`src/rtl/sync_up_counter_pkg.sv`:
```
// +----------------------------------------------------------------------------+
// | Module  : sync_up_counter_pkg                                              |
// | Purpose : Shared width helpers and boolean constants for the counter.      |
// | Rev     : 1.0                                                              |
// +----------------------------------------------------------------------------+
`default_nettype none

`ifndef SYNC_UP_COUNTER_W
`define SYNC_UP_COUNTER_W(n) ((n) + 1)
`endif
`ifndef TRUE
`define TRUE 1'b1
`endif
`ifndef FALSE
`define FALSE 1'b0
`endif

package sync_up_counter_pkg;

  localparam int DEFAULT_N = 3;

  function automatic int count_width(input int n);
    return `SYNC_UP_COUNTER_W(n);
  endfunction

endpackage

`default_nettype wire

```
`src/rtl/sync_up_counter_bin2gray.sv`:
```
// +----------------------------------------------------------------------------+
// | Module  : sync_up_counter_bin2gray                                         |
// | Purpose : Combinational binary-to-Gray conversion of arbitrary width.      |
// | Rev     : 1.0                                                              |
// +----------------------------------------------------------------------------+
`default_nettype none

module sync_up_counter_bin2gray #(
  parameter int WIDTH = 4
) (
  input  wire logic [WIDTH-1:0] bin,
  output logic      [WIDTH-1:0] gray
);

  assign gray = bin ^ (bin >> 1);

endmodule

`default_nettype wire

```
`src/rtl/sync_up_counter.sv`:
```
// +----------------------------------------------------------------------------+
// | Module  : sync_up_counter                                                  |
// | Purpose : Free-running (N+1)-bit up-counter with registered Gray copy,     |
// |           terminal-count flag and registered wrap pulse.                   |
// | Rev     : 1.0                                                              |
// +----------------------------------------------------------------------------+
`default_nettype none

module sync_up_counter
  import sync_up_counter_pkg::*;
#(
  parameter int N = DEFAULT_N
) (
  input  wire logic       clk,
  input  wire logic       clr,
  output logic      [N:0] count,
  output logic      [N:0] count_gray,
  output logic            tc,
  output logic            wrap
);

  localparam int W = count_width(N);

  logic [N:0] r_count;
  logic [N:0] r_count_gray;
  logic       r_wrap;
  logic [N:0] w_count_next;
  logic [N:0] w_gray_next;
  logic       w_tc;

  assign w_count_next = r_count + W'(1);
  assign w_tc         = &r_count;

  // Gray is computed from the next binary value so it lands in the same cycle as count.
  sync_up_counter_bin2gray #(
    .WIDTH (W)
  ) u_bin2gray (
    .bin  (w_count_next),
    .gray (w_gray_next)
  );

  always_ff @(posedge clk) begin
    if (clr) begin
      r_count      <= '0;
      r_count_gray <= '0;
      r_wrap       <= `FALSE;
    end else begin
      r_count      <= w_count_next;
      r_count_gray <= w_gray_next;
      r_wrap       <= w_tc;
    end
  end

  assign count      = r_count;
  assign count_gray = r_count_gray;
  assign tc         = w_tc;
  assign wrap       = r_wrap;

endmodule

`default_nettype wire

```
`config.mk`:
```
export PLATFORM = sky130hd
export DESIGN_NAME = sync_up_counter
export DESIGN_NICKNAME = d
export VERILOG_FILES = /design/src/rtl/sync_up_counter_pkg.sv /design/src/rtl/sync_up_counter_bin2gray.sv /design/src/rtl/sync_up_counter.sv
export SDC_FILE = /design/constraint.sdc
export NUM_CORES = 1
export LEC_CHECK = 0
export CORE_AREA = 3 3 40 42
export DETAILED_ROUTE_END_ITERATION = 10
export DIE_AREA = 0 0 43 45
export GPL_ROUTABILITY_DRIVEN = 0
export HOLD_SLACK_MARGIN = 0.02
export PLACE_DENSITY = 0.45
export RECOVER_POWER = 25
export SLEW_MARGIN = 20
export SYNTH_ARGS = -nofsm -noshare
export SYNTH_HDL_FRONTEND = slang
export SYNTH_SLANG_ARGS = --single-unit
```
`constraint.sdc`:
```
create_clock -name clk -period 1.3 [get_ports clk]
set_input_delay 0.26 -clock clk [delete_from_list [all_inputs] [get_ports clk]]
set_output_delay 0.26 -clock clk [all_outputs]
set_load 0.02 [all_outputs]
```
==> results.toml <==
[cts]
clock_network_latency_to_the_later_pin_of_the_worst_skew_pair_ns = 0.25
clk_root_buffer_cell = "clkbuf_4"
clock_sinks = 8
postCtsSetupBuffers = 0
ctsLongestPathBuffers = 2
clock_tree_from_tritoncts = "done"
cts.hold.buffers_added = 0
htree_levels = 1
path_clk_slew_ns = 0.05
cts_buffers = 3

[logic_synthesis]
synth_sequential_area_ratio_pct = 54.47
synth-edff-count = 0
syn_nets = 31
synth_cell_types = 12
primary_ff_master_synth = "dfxtp_1"
yosys.cell_count.top_type = "dfxtp_1"
synth_top_cells_by_area = "dfxtp_1 54%, xor2_1 12%, nor2_1 6.4%"
post-synth-top-area-cell = "dfxtp_1"
yosysWarnings = 0
synthesized_area_per_cell_sq_um = 10.50
synth.ff_latch_count = 8
synth_top_area_share_pct = 54.47
synth.cell_area_sq_um = 294.0
async_flop_share_pct = 0
synthCells = 28
ys_top_cells_by_count = "8 x dfxtp_1, 5 x nor2_1, 4 x xor2_1, 2 x and3_2, 2 x nor2b_1"

[sta]
post-route-period-util_pct = 99.52
timing.final.max_slew_violations = 0
min_period_ns = 1.294
grt_setup_unrepaired = "true"
timing.slew.headroom_pct = 78.75
worstMarginPinSlew_ns = 0.3177
fmax_mhz = 772.9
setup-violations-final = 0
finClkSkew_ns = 0.001609
fin_worst_hold_slack_ns = 0.5648
hold_viol_final = 0

[setup_path]
worst-endpoint-arrival_ns = 1.03
setup.worst_path.class = "flop to output pin"
endpoint_kind = "output pin"
reg2reg_from = "count[0]$_SDFF_PP0_"
path_max_fanout = 2
startpoint = "count[0]$_SDFF_PP0_"
r2r_setup_slack_ns = 0.15
rr_worst_depth = 5
worst_ep_required_time_ns = 1.04
setup.worst_path.start_class = "flop"

[global_route]
first_global_vias = 231
grtUsageTotal_pct = 7.615
antenna_found_initial = 0
grt_max_degree = 9
gr-total-overflow = 0
wire_length_of_the_first_global_routing_pass_um = 952

[die]
top_level_ports = 12
design.core.area_sq_um = 1285
die_width_um = 43
start_util_pct = 22.88
row_cnt = 13
die-height_um = 45
floorplan.die_area_sq_um = 1935

[final_layout]
area_occupied_by_registers_sq_um = 162.7
finalCoreUtilization_pct = 36.71
final_layout_size_suffix_gt1_share_pct = 43.48
area_growth_syn_to_layout_pct = 60.43
antenna_cells = 0
nNetsFinal = 51
stdcell_area_sq_um = 471.7
multi_input_combinational_cell_area_sq_um = 142.6
n_fill_cell = 131

[detailed_routing]
wl_um = 604
detailedRoute.firstPassIterationCount = 1
post_route_drc_violation_count = 0
drt_first_iter_violations = 0
routed_wire_length_per_instance_um = 9.902
via_count = 252
antenna_violating_nets_post_route = 0
vias_per_cell = 4.131

[power]
vdd.ir_drop.worst_v = 0.0004968
p_per_area_nw_per_um2 = 1247
leakagePower_nw = 0.2268

[job]
max-cap-violations = 0

[run_status]
result_of_the_run = "finished clean"

[place]
detailed_place_hpwl_um = 457.1
portBuffers = 11
dpl_cell_area_sq_um = 452.9

[worst_hold_path]
hold_class = "flop to flop"
timing.hold.worst.start = "count[0]$_SDFF_PP0_"
whs_path_cells = 2
-- final timing paths --
| check | endpoint |
|---|---|
| worst max-delay path | tc |
| worst max register to register | count_gray[1]$_SDFF_PP0_ |
| worst min-delay path | count[0]$_SDFF_PP0_ |
| worst min register to register | count[0]$_SDFF_PP0_ |
-- cell usage in the layout, fill, tap and decap left out, drive strengths merged --
master	n
ha	1
nor2	5
a21oi	1
nand3	1
buf	6
nor3	1
nand2	1
xor2	4
dlygate4sd3	1
clkbuf	7
nor2b	2
xnor2	1
dfxtp	8
and3	2
dlygate4sd2	4
clkdlybuf4s15	1
-- per-stage QoR --
stage | setup slack [ns] | TNS [ns] | std cells | total power (W)
floorplan | 0.02302 | 0 | 28 | 0.0003446
global placement | -0.2229 | -0.2692 | 58 | 0.0004096
detailed placement | -0.2201 | -0.2466 | 58 | 0.0004112
CTS | -0.1033 | -0.1033 | 61 | 0.0005931
global route | -0.02740 | -0.02740 | 61 | 0.0006247
finish | 0.006186 | 0 | 61 | 0.0005882
-- cells by family after synthesis --
kind of cell | count (synthesis) | share of synthesized area (%)
compound gates | 1 | 1.700
xor+xnor | 5 | 14.89
fa+ha+maj | 1 | 4.255
buf+inv | 1 | 2.554
flops | 8 | 54.47
simple gates | 12 | 22.12
-- final cells by class --
class	count	share of cell area, %
flip-flops and latches	8	34.48
multi-input cells	19	30.24
repair buffers	16	26.53
clock buffers	3	4.775
well taps	15	3.979
-- routing by layer --
| layer | track usage, % | wire [um] | up-vias |
|---|---|---|---|
| met5 | 0 | 0 | - |
| met4 | 9.036 | 25 | 0 |
| met3 | 5.179 | 60 | 5 |
| met2 | 11.38 | 282 | 11 |
| met1 | 6.112 | 236 | 110 |
| li1 | - | - | 126 |
-- power by group --
| part | switching, W | internal, W |
|---|---|---|
| clock | 0.0000845 | 0.000106 |
| combinational | 0.0000655 | 0.0000567 |
| sequential | 0.00000913 | 0.000267 |
-- state kept, by name, summed over array words and instances, names as in the netlist --
register and cells:
wrap 1, count_gray 3, count 4
-- timing repair --
action                     4_1_cts  5_1_grt
gates cloned                     0        0
setup endpoints to repair       10        3
gates resized for setup         19       11
hold endpoints to repair         0        0
-- worst max-delay path, stage by stage, from the launching register on --
cell     delay, ns
dfxtp_2       0.33
ha_4          0.15
and3_4        0.17
buf_6         0.12
Power figures use the tool's default switching activity.
